### src/rtl/line_rasterizer.sv
// Bresenham segment rasterizer: captures one endpoint pair and a color, then streams
// the segment's pixels (off-screen ones clipped) to the framebuffer writer.
module line_rasterizer #(
    parameter int XRES = 640,
    parameter int YRES = 480
) (
    input  logic        clk,
    input  logic        rst,
    input  logic        start,
    input  logic [37:0] locations,
    input  logic [15:0] color,
    output logic        busy,
    output logic        done,
    output logic        pix_valid,
    input  logic        pix_ready,
    output logic [9:0]  pix_x,
    output logic [8:0]  pix_y,
    output logic [15:0] pix_color
);

    typedef enum logic [1:0] {IDLE, SETUP, DRAW, DONE} state_t;

    state_t state, state_nxt;

    logic [37:0]        loc_q;
    logic [15:0]        color_q;
    logic [9:0]         x;
    logic [8:0]         y;
    logic signed [12:0] dx, dy, err;
    logic               sx_neg, sy_neg;

    logic [9:0]         x0, x1, dx_abs;
    logic [8:0]         y0, y1, dy_abs;
    logic               on_screen, at_end, advance, step_x, step_y;
    logic signed [12:0] e2, err_nxt;

    assign x0 = loc_q[37:28];
    assign y0 = loc_q[27:19];
    assign x1 = loc_q[18:9];
    assign y1 = loc_q[8:0];

    assign dx_abs = (x1 > x0) ? (x1 - x0) : (x0 - x1);
    assign dy_abs = (y1 > y0) ? (y1 - y0) : (y0 - y1);

    assign on_screen = ({22'd0, x} < 32'(XRES)) && ({23'd0, y} < 32'(YRES));
    assign at_end    = (x == x1) && (y == y1);

    // Handshake: a pixel transfers on a rising edge where pix_valid && pix_ready.
    // pix_valid is decoded from registered state only and, once high, it and the
    // pixel fields hold until that transfer. Clipped pixels advance without a handshake.
    assign advance = (state == DRAW) && (!on_screen || pix_ready);

    assign e2      = err <<< 1;
    assign step_x  = (e2 >= dy);
    assign step_y  = (e2 <= dx);
    assign err_nxt = err + (step_x ? dy : 13'sd0) + (step_y ? dx : 13'sd0);

    always_comb begin
        state_nxt = state;
        case (state)
            IDLE:    if (start) state_nxt = SETUP;
            SETUP:   state_nxt = DRAW;
            DRAW:    if (advance && at_end) state_nxt = DONE;
            DONE:    state_nxt = IDLE;
            default: state_nxt = IDLE;
        endcase
    end

    always_ff @(posedge clk) begin
        if (rst) begin
            state <= IDLE;
        end else begin
            state <= state_nxt;
        end
    end

    always_ff @(posedge clk) begin
        if (rst) begin
            loc_q   <= '0;
            color_q <= '0;
            x       <= '0;
            y       <= '0;
            dx      <= '0;
            dy      <= '0;
            err     <= '0;
            sx_neg  <= 1'b0;
            sy_neg  <= 1'b0;
        end else begin
            if (state == IDLE && start) begin
                loc_q   <= locations;
                color_q <= color;
            end
            if (state == SETUP) begin
                x      <= x0;
                y      <= y0;
                dx     <= $signed({3'b000, dx_abs});
                dy     <= -$signed({4'b0000, dy_abs});
                err    <= $signed({3'b000, dx_abs}) - $signed({4'b0000, dy_abs});
                sx_neg <= !(x0 < x1);
                sy_neg <= !(y0 < y1);
            end
            if (advance && !at_end) begin
                err <= err_nxt;
                if (step_x) x <= x + (sx_neg ? 10'h3FF : 10'd1);
                if (step_y) y <= y + (sy_neg ? 9'h1FF : 9'd1);
            end
        end
    end

    assign busy      = (state != IDLE);
    assign done      = (state == DONE);
    assign pix_valid = (state == DRAW) && on_screen;
    assign pix_x     = x;
    assign pix_y     = y;
    assign pix_color = color_q;

endmodule
### config.mk
export PLATFORM = sky130hd
export DESIGN_NAME = line_rasterizer
export DESIGN_NICKNAME = d
export VERILOG_FILES = /design/src/rtl/line_rasterizer.sv
export SDC_FILE = /design/constraint.sdc
export NUM_CORES = 1
export LEC_CHECK = 0
export CAP_MARGIN = 30
export CORE_MARGIN = 1
export CORE_UTILIZATION = 35
export DETAILED_ROUTE_END_ITERATION = 8
export PLACE_DENSITY = 0.53
export SYNTH_ARGS = -nofsm -noshare
export SYNTH_HDL_FRONTEND = slang
export SYNTH_SLANG_ARGS = --single-unit
### constraint.sdc
create_clock -name clk -period 4.9 [get_ports clk]
set_input_delay 0.49 -clock clk [delete_from_list [all_inputs] [get_ports clk]]
set_output_delay 0.49 -clock clk [all_outputs]
set_load 0.05 [all_outputs]
Word-level counts from Yosys, hierarchy flattened
Cells that the tools add are included.
Word-level totals
  word-level logic and storage cells: 68
  register bits: 113
Cells by class
  $add $sub $neg: 10
  reductions and logical operators: 16
  $lt $le $gt $ge: 8
  mux-type cells: 17
  equality and inequality tests: 7
Operator list (count)
  10-bit 2-to-1 mux: 6
  9-bit 2-to-1 mux: 5
  13-bit 2-to-1 mux: 3
  10-bit subtractor: 2
  9-bit subtractor: 2
  13-bit by 11-bit adder with 13-bit output: 1
  13-bit adder: 1
  13-bit >= comparator: 1
  13-bit by 11-bit less-or-equal comparator with 1-bit output: 1
  9-bit negation with 13-bit output: 1
  10-bit by 9-bit subtractor with 11-bit output: 1
  10-bit adder: 1
  10-bit == test: 1
  10-bit greater-than comparator: 1
  10-bit less-than comparator: 1
  10-bit less-than comparator (second input constant): 1
  9-bit adder: 1
  9-bit == test: 1
  9-bit greater-than comparator: 1
  9-bit less-than comparator: 1
  9-bit less-than comparator (second input constant): 1
  2-bit case mux with 4 select lines: 1
  1-bit logical AND: 7
  2-bit == test (second input constant): 2
  9 further kinds: 14

Depth between registers and ports, before layout
  depth after elaboration: 8
  gate-level depth with buffers: 23
  mapped depth without buffers: 22

Worst setup path before layout
Ideal clock, no wire load.
  path kind: register to register
  from: reg loc_q[16]
  to: reg err[8]
  required time: 4.763 ns
  data arrival time: 4.077 ns
  stages on the path, launching flop included: 20
  setup time: 0.137 ns
  path slack: 0.686 ns
  cells stage by stage: dfxtp_1 > inv_1 > ha_1 > buf_2 > nand4_1 > nor4_1 > o21bai_1 > o31ai_4 > buf_2 > mux2_2 > fa_1 > a21o_1 > a21o_1 > a211oi_1 > nor2_1 > o21ai_0 > nor2b_1 > xnor2_1 > a211oi_1 > a211oi_1
On the way
  cells in the longest elaborated chain, start to end: 5
  elaborated cells between the ends (all ways): 12
  classes of those cells: add/sub: 3; order compare: 1; eq/ne: 1; mux: 3; reduce/logical: 4
Ends and longest elaborated chain
  from (decl): RTL line 25  | logic [37:0] loc_q;
  from (signal assigned): RTL line 90  | loc_q <= locations;
  10-bit greater-than comparator: RTL line 42  | assign dx_abs = (x1 > x0) ? (x1 - x0) : (x0 - x1);
  10-bit 2-to-1 mux: RTL line 42
  net dx_abs[1]: RTL line 32  | logic [9:0] x0, x1, dx_abs;
  10-bit by 9-bit subtractor with 11-bit output: RTL line 98  | err <= $signed({3'b000, dx_abs}) - $signed({4'b0000, dy_abs});
  13-bit 2-to-1 mux: RTL line 93  | if (state == SETUP) begin
  13-bit 2-to-1 mux: RTL line 102  | if (advance && !at_end) begin
  to (signal assigned): RTL line 98
  to (signal assigned): RTL line 103  | err <= err_nxt;
  to (decl): RTL line 29  | logic signed [12:0] dx, dy, err;
The timed path passes the listed nets, and every way through them passes these cells. The select of a mux whose other input is x is not followed.
A chain may end at the register's enable or synchronous reset.

Final worst setup path
  from: reg loc_q[9]
  to: reg err[11]
On the way
  cells in the longest elaborated chain, start to end: 5
  elaborated cells between the ends (all ways): 12
  classes of those cells: add/sub: 3; order compare: 1; eq/ne: 1; mux: 3; reduce/logical: 4
Ends and longest elaborated chain (RTL line)
  10-bit subtractor or 10-bit greater-than comparator (tied branches): 42
  10-bit 2-to-1 mux (*): 42
  net dx_abs[1]: 32
  10-bit by 9-bit subtractor with 11-bit output (*): 98
  13-bit 2-to-1 mux (*): 93
  13-bit 2-to-1 mux (*): 102
Mark *: on every way through the listed nets, which the timed path passes. The rest lies on a longest branch. The select of a mux whose other input is x is not followed.

==> results.cfg <==
[status]
outcome = completed

[pwr]
seq_power_share_pct = 18.9
powerDensity_mw_per_mm2 = 712.3
ir_drop_mv = 0.3249
p_sw_share_pct = 49.99
p_leak_nw = 4.217
p_switching_mw = 3.696
p_comb_share_pct = 70.9
clockPowerShare_pct = 10.2
power.internal_mw = 3.697

[die]
placeableCoreArea_mm2 = 0.02439
die_w_um = 160.0
die_height_um = 160.0
rows = 57
io-pin-count = 96
die_area_mm2 = 0.02561
initial_core_util_pct = 35.84

[flow_run]
maxCapViolCount = 0

[synth]
synth_flop_cell = dfxtp_1
yosysSeqAreaShare_pct = 25.65
synth_nets = 1283
synth_top_area_share_pct = 25.65
ys_ff_latch = 112
synth_area_mm2 = 0.008742
syn_avg_cell_area_um2 = 7.897
yosys.area.top_type = dfxtp_1
synthArstFlopShare_pct = 0
synth_enable_flop_cells = 0
synth_area_leaders = dfxtp_1 (26%), ha_1 (14%), nand2_1 (6.7%), a21oi_1 (6.2%), a211oi_1 (4.4%)
syn_inst = 1107
yosysWarnings = 0
yosysUniqueCellTypes = 65

[placed_design]
globalplace.congestion = 0.8678
placed_area_mm2 = 0.01005
dp_hpwl_um = 19580
placed_cells = 1494
portBuffers = 95

[sta]
fmax_mhz = 220.0
fin_crit_sh_pct = 92.76
setup_tns_ns = 0
fin_skew_ns = 0.01684
finalHoldViolCount = 0
drv_slew = 0
min_period_ns = 4.545
slew_headroom_pct = 39.11
rsz0062_at_grt = no
setup_violations = 0
worstMarginPinSlew_ns = 0.9006

[global_routing]
track_usage_pct = 20.39
antenna_found_initial = 0
grt_max_degree = 69
grt_remaining_overflow = 0
grt_pass1_vias = 7574
grt_pass1_wl_um = 41540

[cells_and_area]
syn2layout_area_growth_pct = 18.74
antenna_cells = 0
final_cell_count_no_fill = 1511
final_nets = 1359
num-fill-cells = 2556
drive_gt1_share_pct = 5.729
postLayoutCellArea_mm2 = 0.01038

[detailed_routing]
post_drt_wl_per_cell_um = 16.80
drt_drc_violations_left = 0
drtIter0Drc = 473
routed_wl_um = 25380
avgViaCountPerCell = 5.095
drtAntennaViolNets = 0
dr.pass1.iters = 5
dr_total_vias = 7699

[setup_path]
startpoint_type = register
slowest_stage = fa_1
cp.required_ns = 5.17
path_class = reg -> reg
path_cells = inv_1 -> ha_1 -> inv_1 -> fa_1 -> a21oi_1 -> nand4b_1 -> a31o_2 -> o31ai_4 -> buf_4 -> mux2_2 -> fa_1 -> a21o_1 -> a21o_1 -> a211oi_1 -> nor2_1 -> o21ai_0 -> nor2b_1 -> nand2b_1 -> a31oi_1 -> a311oi_1
cp.arrival_ns = 4.82
slowest_delay_ns = 0.47
worst_setup_path_end_kind = register
cpLargestDelayFamily = compound AO/OA/AOI/OAI gates
timing.critical_path.buf_inv = 3
crit_fanout = 8

[clock_network]
cts_tree = done
path_clk_slew_ns = 0.09
cts_sinks = 112
clk_latency_ns = 0.38
cts-root-buf = clkbuf_16
numCtsBuffers = 9
h-tree-depth = 3
clockBufferDepth = 2

[min_path]
hold_class = reg -> reg
## flip-flops by register name (all words and copies together), names as in the netlist
register,cells
loc_q,38
pix_color,16
dy,13
err,12
dx,10
pix_x,10
pix_y,9
state,2
sx_neg,1
sy_neg,1
## logic make-up (layout without fill, tap and decap cells)
| logic type | count (synthesis) | count (layout) | share of synthesized area, % |
|---|---|---|---|
| XOR/XNOR | 61 | 61 | 6.326 |
| adder cells (fa/ha/maj) | 118 | 118 | 18.43 |
| AND/OR/NAND/NOR | 358 | 358 | 18.92 |
| buffers and inverters | 148 | 228 | 6.555 |
| flip-flops | 112 | 112 | 25.65 |
| AO/OA/AOI/OAI | 284 | 284 | 21.04 |
| multiplexers | 26 | 26 | 3.077 |
## synth_stat cells (3+ instances only)
| library cell | instances |
|---|---|
| nor3_1 | 20 |
| nor2b_1 | 26 |
| clkbuf_1 | 41 |
| a211o_1 | 3 |
| nand3_1 | 15 |
| nand4_1 | 11 |
| o22ai_1 | 5 |
| nor3b_1 | 3 |
| nor2_1 | 84 |
| and2_1 | 15 |
| a21o_1 | 27 |
| o2111ai_1 | 3 |
| mux2i_1 | 19 |
| a311oi_1 | 3 |
| fa_1 | 18 |
| nand2b_1 | 6 |
| a21boi_0 | 3 |
| a31oi_1 | 5 |
| xnor2_1 | 43 |
| xor2_1 | 17 |
| dfxtp_1 | 112 |
| o211ai_1 | 10 |
| nand2_1 | 155 |
| inv_1 | 96 |
| buf_1 | 3 |
| o21a_1 | 12 |
| mux2_2 | 7 |
| ha_1 | 100 |
| a31o_2 | 3 |
| or3_1 | 3 |
| o21ai_0 | 31 |
| buf_2 | 5 |
| o21bai_1 | 4 |
| a211oi_1 | 51 |
| a21oi_1 | 108 |
## power groups by stage
stage / clock network [mW] / logic [mW] / registers, mW
floorplan: 0 / 3.77 / 1.50
global placement: 0 / 5.18 / 1.41
detailed placement: 0 / 5.18 / 1.42
CTS: 0.786 / 5.21 / 1.40
global route: 0.814 / 5.86 / 1.43
finish: 0.757 / 5.24 / 1.39
## final cells by class
cell class	count	area [µm²]	area share, %
inverter	97	364.1	3.508
multi-input combinational	847	5958	57.40
clock buffer	9	225.2	2.170
timing repair buffer	116	1122	10.81
tap	324	405.4	3.905
sequential	112	2242	21.60
clock inverter	6	62.56	0.6027
## final timing paths
| path | from | to | slack, ns | depth (start not counted) |
|---|---|---|---|---|
| min | pix_color[9] | pix_color[9] | 0.46 | 2 |
| max | loc_q[9] | err[11] | 0.35 | 20 |
| max reg2reg | loc_q[9] | err[11] | 0.35 | 20 |
| min reg2reg | pix_color[9] | pix_color[9] | 0.46 | 2 |
## per-stage QoR
step | setup WS [ns] | power [mW] | utilization [%] | hold WS [ns]
final | 0.3545 | 7.393 | 42.56 | 0.4584
after global routing | 0.008573 | 8.100 | 42.56 | 0.4867
after CTS | 0.2441 | 7.395 | 42.40 | 0.4597
after detailed placement | 0.2945 | 6.599 | 41.22 | 0.4490
after global placement | 0.4059 | 6.587 | 41.14 | 0.4411
after floorplan | 0.6859 | 5.271 | - | 0.4498
## timing repair
action                                  4_1_cts  5_1_grt
buffers inserted                              0        2
resized for setup                             0        4
hold buffers                                  0        0
endpoints found under the setup margin        0        3
## cell usage in the layout (no fill, tap or decap), types with 5 or more instances in the layout
master,n
buf_4,20
mux2_2,7
nor2b_1,26
ha_1,99
nand3_1,15
nand2b_1,6
o21ai_0,31
o22ai_1,5
nor3_1,19
a211oi_1,51
clkbuf_16,9
a21oi_1,108
a21o_1,27
nor2_1,84
and2_1,14
o21a_1,12
nand4_1,11
a31oi_1,5
nand2_1,154
mux2i_1,19
xor2_1,17
fa_1,18
o211ai_1,10
inv_1,96
clkdlybuf4s50_1,94
dfxtp_1,112
xnor2_1,43
## tightest hold or removal path, delay by kind of cell, from the launching register on
family          cells  cell delay, ns
flops               1            0.32
simple gates        1            0.05
compound gates      1            0.05
## per-layer routing
metal  track usage (%)  share of wire (%)  wire length [µm]
met1             28.65                 50             12710
met2             32.00                 44             11280
met3             3.896                4.2              1071
met4             4.719                1.3               326
met5                 0                  0                 0
Power figures use the tool's default switching activity.
